--- config.mk ---
export PLATFORM = sky130hd
export DESIGN_NAME = fifo_read_drainer
export DESIGN_NICKNAME = d
export VERILOG_FILES = /design/src/rtl/fifo_rd_pkg.sv /design/src/rtl/fifo_read_drainer_skid_buf.sv /design/src/rtl/fifo_read_drainer.sv
export SDC_FILE = /design/constraint.sdc
export NUM_CORES = 1
export LEC_CHECK = 0
export CAP_MARGIN = 20
export CORE_MARGIN = 3
export CORE_UTILIZATION = 58
export CTS_CLUSTER_DIAMETER = 200
export CTS_CLUSTER_SIZE = 10
export DETAILED_ROUTE_END_ITERATION = 7
export HOLD_SLACK_MARGIN = 0.03
export PLACE_DENSITY = 0.85
export SETUP_SLACK_MARGIN = 0.4
export SLEW_MARGIN = 40
export SYNTH_ARGS = -nofsm -noshare
export SYNTH_HDL_FRONTEND = slang
export SYNTH_SLANG_ARGS = --single-unit
--- constraint.sdc ---
create_clock -name rclk -period 5.3 [get_ports rclk]
set_clock_uncertainty 0.2 [all_clocks]
set_input_delay 1.06 -clock rclk [delete_from_list [all_inputs] [get_ports rclk]]
set_output_delay 1.06 -clock rclk [all_outputs]
set_load 0.005 [all_outputs]
--- src/rtl/fifo_rd_pkg.sv ---
// -----------------------------------------------------------------------------
// fifo_rd_pkg
//
// Shared constants and sizing helpers for the asynchronous-FIFO read drainer.
//
// Contents:
//   DEF_DATAWIDTH - default FIFO / output word width
//   DEF_BUFDEPTH  - default number of local buffer entries (legal 3..16)
//   DEF_CNTWIDTH  - default width of the accepted-word counter
//   ptr_width()   - bits needed for a circular pointer over 'depth' entries
//   occ_width()   - bits needed to hold an occupancy of 0..depth inclusive
// -----------------------------------------------------------------------------
package fifo_rd_pkg;

  localparam int DEF_DATAWIDTH = 32;
  localparam int DEF_BUFDEPTH  = 4;
  localparam int DEF_CNTWIDTH  = 32;

  // Pointers index 0..depth-1. A depth of 1 would give $clog2 = 0, so the
  // result is floored at one bit to keep the vector declarations legal.
  function automatic int ptr_width(input int depth);
    return (depth < 2) ? 1 : $clog2(depth);
  endfunction

  // Occupancy must represent the value 'depth' itself (buffer full), hence
  // depth+1 distinct values.
  function automatic int occ_width(input int depth);
    return $clog2(depth + 1);
  endfunction

endpackage : fifo_rd_pkg

--- src/rtl/fifo_read_drainer_skid_buf.sv ---
// -----------------------------------------------------------------------------
// rd_skid_buf
//
// Small circular register buffer that sits between the FIFO read port and the
// output valid/ready stream. Pointers wrap at BUFDEPTH (which need not be a
// power of two). Reading is combinational from the head entry so a word is
// visible the cycle after it is written.
//
// Ports:
//   clk          in   clock
//   rst_n        in   synchronous active-low reset (pointers, occupancy, ovf)
//   push_i       in   write push_data_i at the tail this cycle
//   push_data_i  in   word to write
//   pop_i        in   retire the head entry this cycle (ignored when empty)
//   head_data_o  out  word at the head (don't-care when empty_o)
//   occ_o        out  number of valid entries, 0..BUFDEPTH
//   empty_o      out  occ_o == 0
//   ovf_o        out  sticky: a push arrived while full with no pop alongside
// -----------------------------------------------------------------------------
module rd_skid_buf
  import fifo_rd_pkg::*;
#(
  parameter  int DATAWIDTH = DEF_DATAWIDTH,
  parameter  int BUFDEPTH  = DEF_BUFDEPTH,
  localparam int PTR_W     = ptr_width(BUFDEPTH),
  localparam int OCC_W     = occ_width(BUFDEPTH)
) (
  input  logic                 clk,
  input  logic                 rst_n,
  input  logic                 push_i,
  input  logic [DATAWIDTH-1:0] push_data_i,
  input  logic                 pop_i,
  output logic [DATAWIDTH-1:0] head_data_o,
  output logic [OCC_W-1:0]     occ_o,
  output logic                 empty_o,
  output logic                 ovf_o
);

  localparam logic [PTR_W-1:0] LAST_IDX = PTR_W'(BUFDEPTH - 1);
  localparam logic [OCC_W-1:0] FULL_OCC = OCC_W'(BUFDEPTH);

  // Storage is not reset: after reset occupancy is zero, so stale contents
  // are never presented.
  logic [DATAWIDTH-1:0] mem_q [BUFDEPTH];

  logic [PTR_W-1:0] wptr_q, wptr_d;
  logic [PTR_W-1:0] rptr_q, rptr_d;
  logic [OCC_W-1:0] occ_q, occ_d;
  logic             ovf_q, ovf_d;

  logic full;
  logic do_write;
  logic do_read;

  function automatic logic [PTR_W-1:0] ptr_inc(input logic [PTR_W-1:0] p);
    return (p == LAST_IDX) ? '0 : p + PTR_W'(1);
  endfunction

  always_comb begin
    full    = (occ_q == FULL_OCC);
    empty_o = (occ_q == '0);

    do_read = pop_i & ~empty_o;
    // When full, a simultaneous pop frees the head slot, and that slot is
    // exactly where wptr points, so the write is still safe.
    do_write = push_i & (~full | do_read);

    ovf_d  = ovf_q | (push_i & full & ~do_read);
    wptr_d = do_write ? ptr_inc(wptr_q) : wptr_q;
    rptr_d = do_read  ? ptr_inc(rptr_q) : rptr_q;

    occ_d = occ_q;
    unique case ({do_write, do_read})
      2'b10:   occ_d = occ_q + OCC_W'(1);
      2'b01:   occ_d = occ_q - OCC_W'(1);
      default: occ_d = occ_q;
    endcase
  end

  always_ff @(posedge clk) begin
    if (!rst_n) begin
      wptr_q <= '0;
      rptr_q <= '0;
      occ_q  <= '0;
      ovf_q  <= 1'b0;
    end else begin
      wptr_q <= wptr_d;
      rptr_q <= rptr_d;
      occ_q  <= occ_d;
      ovf_q  <= ovf_d;
    end
  end

  always_ff @(posedge clk) begin
    if (rst_n && do_write) begin
      mem_q[wptr_q] <= push_data_i;
    end
  end

  assign head_data_o = mem_q[rptr_q];
  assign occ_o       = occ_q;
  assign ovf_o       = ovf_q;

endmodule : rd_skid_buf

--- src/rtl/fifo_read_drainer.sv ---
// -----------------------------------------------------------------------------
// fifo_read_drainer
//
// Read-side controller for the asynchronous FIFO, entirely in the rclk domain.
// Pops the FIFO whenever it is non-empty, pops are enabled and there is room
// for the word (counting the one already in flight), captures R_Data one
// cycle after each pop into a small circular buffer and presents the buffer
// head on a valid/ready stream. Out_Ready only affects state through the
// buffer's registers, so there is no combinational path to R_En.
//
// Ports:
//   rclk       in   read-domain clock
//   rrst_n     in   synchronous active-low reset
//   Rd_Go      in   permits new FIFO pops while high
//   Empty      in   FIFO empty flag (synchronous to rclk)
//   R_Data     in   FIFO read data, valid one cycle after an R_En cycle
//   R_En       out  FIFO pop request
//   Out_Data   out  head-of-buffer word
//   Out_Valid  out  Out_Data holds a valid word
//   Out_Ready  in   consumer takes the word when Out_Valid & Out_Ready
//   Rd_Count   out  words accepted on the output since reset (wraps)
//   Ovf_Err    out  sticky: a capture arrived with the buffer full
// -----------------------------------------------------------------------------
module fifo_read_drainer
  import fifo_rd_pkg::*;
#(
  parameter int DATAWIDTH = DEF_DATAWIDTH,
  parameter int BUFDEPTH  = DEF_BUFDEPTH,
  parameter int CNTWIDTH  = DEF_CNTWIDTH
) (
  input  logic                 rclk,
  input  logic                 rrst_n,
  input  logic                 Rd_Go,
  input  logic                 Empty,
  input  logic [DATAWIDTH-1:0] R_Data,
  output logic                 R_En,
  output logic [DATAWIDTH-1:0] Out_Data,
  output logic                 Out_Valid,
  input  logic                 Out_Ready,
  output logic [CNTWIDTH-1:0]  Rd_Count,
  output logic                 Ovf_Err
);

  localparam int               OCC_W     = occ_width(BUFDEPTH);
  localparam logic [OCC_W:0]   DEPTH_LIM = (OCC_W + 1)'(BUFDEPTH);

  logic                 inflight_q, inflight_d;
  logic [CNTWIDTH-1:0]  rd_count_q, rd_count_d;

  logic [OCC_W-1:0]     buf_occ;
  logic                 buf_empty;
  logic                 buf_ovf;
  logic [DATAWIDTH-1:0] buf_head;
  logic                 buf_pop;

  // Slots already spoken for: words sitting in the buffer plus the one whose
  // data arrives next cycle. One extra bit so BUFDEPTH+1 cannot wrap.
  logic [OCC_W:0]       demand;

  always_comb begin
    demand = {1'b0, buf_occ} + {{OCC_W{1'b0}}, inflight_q};

    R_En = rrst_n & Rd_Go & ~Empty & (demand < DEPTH_LIM);

    // Gated by reset so the stream is quiet for the whole reset window,
    // including the very first cycle before any register has been cleared.
    Out_Valid = rrst_n & ~buf_empty;
    buf_pop   = Out_Valid & Out_Ready;

    inflight_d = R_En;
    rd_count_d = buf_pop ? rd_count_q + CNTWIDTH'(1) : rd_count_q;
  end

  always_ff @(posedge rclk) begin
    if (!rrst_n) begin
      inflight_q <= 1'b0;
      rd_count_q <= '0;
    end else begin
      inflight_q <= inflight_d;
      rd_count_q <= rd_count_d;
    end
  end

  // The in-flight flag is the push strobe: R_Data belongs to the pop issued
  // in the previous cycle.
  rd_skid_buf #(
    .DATAWIDTH (DATAWIDTH),
    .BUFDEPTH  (BUFDEPTH)
  ) u_buf (
    .clk         (rclk),
    .rst_n       (rrst_n),
    .push_i      (inflight_q),
    .push_data_i (R_Data),
    .pop_i       (buf_pop),
    .head_data_o (buf_head),
    .occ_o       (buf_occ),
    .empty_o     (buf_empty),
    .ovf_o       (buf_ovf)
  );

  assign Out_Data = buf_head;
  assign Rd_Count = rd_count_q;
  assign Ovf_Err  = buf_ovf;

endmodule : fifo_read_drainer

; ---- After elaboration in Yosys (flattened, before gate mapping)
; Memories as Yosys holds them, arrays and structs flattened. A register that Yosys moved wholly into a read port is not among the register bits.
; Index checks and enable logic that the tools add are counted.
[word_totals]
input_bits = 37
wordCells = 44
output_inout_bits = 67
ram_bits = 128
n_memories = 1
reg_bits = 41
[mem_list]
columns = memory, depth, width, rd, rd_clocked_by_memory_dff, write_ports, line
row1 = u_buf.mem_q, 4, 32, 1, 1, 1, fifo_read_drainer_skid_buf.sv:44  ; logic [DATAWIDTH-1:0] mem_q [BUFDEPTH];
[classes]
magnitude_cmp = 1
eq_ne = 5
muxes = 7
bitwise = 15
n_addsub = 6
n_reduce_logical = 3
[op_table]
columns = operator, n
row1 = $add 32x1->32 const B, 1
row2 = $and 1x1->1, 9
row3 = $mux 2, 4
row4 = $eq 2x2->1 const B, 3
row5 = $pmux 3 s2, 1
row6 = $add 2x1->2 const B, 2
row7 = $add 3x1->4, 1
row8 = $lt 4x3->1 const B, 1
row9 = $not 1->1, 4
row10 = $add 3x1->3 const B, 1
row11 = $eq 3x3->1 const B, 1
row12 = $logic_not 3->1, 1
row13 = $sub 3x1->3 const B, 1
row14 = $eq 2x1->1 const B, 1
row15 = $mux 1, 2
row16 = $or 1x1->1, 2
row17 = $reduce_bool 2->1, 1
row18 = $logic_and 1x1->1, 1

; ---- Depth between registers and ports, before layout
[depth]
depth_word = 10
ltp_mapped = 8
ltp_nobuf = 7

; ---- By module
; From an unflattened synthesis, not the netlist that was laid out.
[hier_totals]
hier_cells = 430
area_unflattened_um2 = 6897.9
[by_module_without_submodules]
columns = module, cells_each, area_each_um2, instances, seq_area_each_um2
row1 = rd_skid_buf, 236, 5272.6, 1, 4043.9
row2 = fifo_read_drainer, 194, 1625.3, 1, 660.6

; ---- Worst setup path after synthesis
; OpenSTA, ideal clock, no wires.
[synth_timing]
kind = input-to-reg
from = input rrst_n
to = memory u_buf.mem_q[0][0] (netlist bit), enable pin
path_slack_ns = 2.225
path_stages = 3
arrival_time_ns = 2.483
required_ns = 4.708
setup_time_ns = 0.392
n_path_buf = 0
path_cell_list = nand2_1 a31oi_1 and3_1
[synth_between]
elab_chain_len = 8
[synth_lines]
columns = item, line
row1 = from (decl), fifo_read_drainer.sv:32  ; input logic rrst_n,
row2 = $and 1x1->1, fifo_read_drainer.sv:67  ; Out_Valid = rrst_n & ~buf_empty;
row3 = $and 1x1->1, fifo_read_drainer.sv:68  ; buf_pop = Out_Valid & Out_Ready;
row4 = $and 1x1->1, fifo_read_drainer_skid_buf.sv:63  ; do_read = pop_i & ~empty_o;
row5 = $or 1x1->1, fifo_read_drainer_skid_buf.sv:66  ; do_write = push_i & (~full | do_read);
row6 = $and 1x1->1, fifo_read_drainer_skid_buf.sv:66
row7 = $logic_and 1x1->1 *, fifo_read_drainer_skid_buf.sv:95  ; if (rst_n && do_write) begin
row8 = $mux 1 *, fifo_read_drainer_skid_buf.sv:95
row9 = $mux 1 (not written as such) *, fifo_read_drainer_skid_buf.sv:96  ; mem_q[wptr_q] <= push_data_i;
row10 = to (decl), fifo_read_drainer_skid_buf.sv:44
; Every way passes the cells marked *; elsewhere a longest branch is shown, timed or not.

; ---- Final worst setup path
[layout_timing]
from = input rrst_n
to = output R_En
[layout_between]
elab_chain_len = 3
[layout_lines]
columns = item, line
row1 = $and 1x1->1 (3 in a row), fifo_read_drainer.sv:63  ; R_En = rrst_n & Rd_Go & ~Empty & (demand < DEPTH_LIM);
row2 = to (decl), fifo_read_drainer.sv:36  ; output logic R_En,
; Every way passes these cells.

==> impl_metrics.toml <==
[yosys]
synth_area_per_cell_um2 = 16.10
synth_top_area_frac = 0.5659
synth-seq-area-share = 0.6926
synthTopCellsByArea = "edfxtp_1, dfxtp_1, mux4_2"
async_flop_share = 0
synth_cells = 422
ys.warnings.count = 0
synth_cell_type_count = 45
synth_area_um2 = 6793
synth_enable_flop_cells = 128
synth_ff_type = "edfxtp_1"
yosys.area.top_type = "edfxtp_1"
syn-num-nets = 466
yosys_register_bits = 171

[power_and_ir_drop]
p_leak_nw = 2.720
pwr-share-comb = 0.058
p_sw_frac = 0.2142
peakVddDrop_mv = 0.3822
powerDensity_nw_per_um2 = 329.0
pwr-share-clk = 0.420
fin_total_pwr_mw = 2.802
power_frac_seq = 0.522
p_switching_uw = 600.4
internal_power_mw = 2.202

[detailed_routing]
vias = 4208
first_pass_iters = 5
drc = 0
via_per_inst = 6.179
drtAntennaViolNets = 0
routed_wl_mm = 14.71
drt_iter0_markers = 283
wl_per_cell_um = 21.59

[place]
placed_area_um2 = 7941
gp_congestion = 0.8474
io_buffers = 103
placed_cells = 649
dp.final_hpwl_mm = 8.975

[timing]
grt_setup_unrepaired = "no"
period_share = 0.7479
maxSlewViolCount = 0
max_freq_ghz = 0.2523
worst_pin_slew_ps = 822.0
period_needed_ps = 3964
setup_viol = 0
holdWs_ps = 309.0
finalHoldViolCount = 0
tns_ps = 0
max_slew_margin = 0.4520

[floorplan]
die_y_um = 114.2
num_rows = 38
die-area_um2 = 13050
die_w_um = 114.2
coreArea_um2 = 11130
io-pin-count = 104
start_util = 0.6105

[cts]
htree_levels = 4
cts_tree = "done"
clkSlewWorstSetupHoldPaths_ps = 60
clockBufferDepth = 2
post_cts_buffers = 0
cts_num_sinks = 171
clk_latency_ps = 430
numCtsBuffers = 17
cts_hold_buf = 0
root_buffer = "clkbuf_16"
post_cts_resized = 0

[finish]
stdcell_count = 681
nets = 572
fillers = 658
area_growth_pct = 25.38
drive_above_1_share = 0.1405
insertedDiodeCount = 0
final_area_um2 = 8517

[setup_path]
crit_chain = "clkdlybuf4s50_1 -> buf_4 -> nand2b_1 -> nor4bb_1 -> clkdlybuf4s50_1"
cpMaxStageDelayCell = "clkdlybuf4s50_1"
critPathKind = "in2out"
cp_top_family = "buffers and inverters"
arrival_ps = 2700
crit_buf_inv = 3
cpMostUsedCell = "clkdlybuf4s50_1"
start_kind = "input pin"
required_ps = 4040
critPathCaptureType = "output pin"
cpPeakStageDelay_ps = 540
critPathMaxFanout = 23

[min_path]
hold_path.class = "reg2reg"

[status]
status = "finished clean"

[grt]
grt_max_degree = 33
grt_pass1_wl_mm = 23.10
overflow = 0
grt.total_usage = 0.2386
grt_pass1_vias = 4320
antenna_found_initial = 0

[job]
timing.max_cap.violations = 0
Yosys cell counts, drive strengths merged (2+ instances only):
cell type,number
a21oi,20
and2,3
and3,8
and4,8
buf,10
clkbuf,10
dfxtp,43
edfxtp,128
ha,6
inv,9
mux2i,5
mux4,32
nand2,23
nand2b,4
nand3,15
nand4,11
nor2,18
nor4,2
nor4bb,2
o21ai,7
o311ai,3
o31ai,13
o41ai,2
or3,7
or4,12
xor2,9
worst paths after layout:
kind / start / to / slack (ps) / depth (start not counted)
setup / recovery: rrst_n / R_En / 1340 / 5
hold / removal: u_buf.ovf_o / u_buf.ovf_o / 310 / 2
setup reg to reg: u_buf.occ_o[0] / u_buf.mem_q[0][26] / 2660 / 3
hold reg to reg: u_buf.ovf_o / u_buf.ovf_o / 310 / 2
layout make-up:
class	instances	area, um^2	share of cell area
flip-flops and latches	171	4706	0.5525
multi-input cells	222	1977	0.2321
repair buffers	107	1061	0.1246
clock buffers	18	429.2	0.05039
well taps	140	175.2	0.02057
clock inverters	14	135.1	0.01587
inverters	9	33.78	0.003967
worst min-delay path, cell delays in order, from the launching register on:
cell and delay, ps:
dfxtp_1 340, a41oi_1 50, nor2_1 80
logic make-up after synthesis:
group                    after synthesis  synth area share
adder cells (fa/ha/maj)                7           0.01400
multiplexers                          37            0.1135
AND/OR/NAND/NOR                      115           0.09652
buffers and inverters                 29           0.01989
AO/OA/AOI/OAI                         53           0.05066
flip-flops                           171            0.6926
XOR/XNOR                              10           0.01289
routing by layer:
layer	track usage	routed length (um)
met5	0	0
met1	0.2943	5693
met3	0.06607	1020
met4	0.09660	324
met2	0.4012	7667
stage by stage:
step	setup WS [ps]	util
global route	1196	0.7655
floorplan	2225	-
detailed placement	1347	0.7138
CTS	1273	0.7645
global placement	1371	0.7131
finish	1336	0.7655
flip-flops by register name, summed over array words and instances, names as in the netlist, named ones only:
register      count
u_buf.rptr_q      2
u_buf.mem_q     128
inflight_q        1
u_buf.wptr_q      2
u_buf.ovf_o       1
u_buf.occ_o       3
Rd_Count         32
placed cells by master, fill, tap and decap left out, types with 2 or more instances in the layout:
cell               n
a21oi_1           20
and2_1             3
and3_1             4
and3_4             3
and4_1             8
buf_4              4
clkbuf_16         17
clkdlybuf4s50_1  103
clkinv_4           3
clkinvlp_4         2
dfxtp_1           42
edfxtp_1         128
ha_1               6
inv_1              9
inv_6              5
mux2i_1            5
mux4_2            32
nand2_1           23
nand2b_1           4
nand3_1           14
nand4_1           10
nor2_1            17
nor4_1             2
nor4bb_1           2
o21ai_0            7
o311ai_0           2
o31ai_1           13
o41ai_1            2
or3_1              7
or4_1             12
xor2_1             9
power groups by stage:
stage	registers [mW]	clock network, mW	logic [mW]
floorplan	1.48	0	0.0812
global placement	1.49	0	0.157
detailed placement	1.49	0	0.162
CTS	1.46	1.19	0.165
global route	1.46	1.25	0.175
finish	1.46	1.18	0.163
Note: power is estimated with default switching activity, not from simulation.
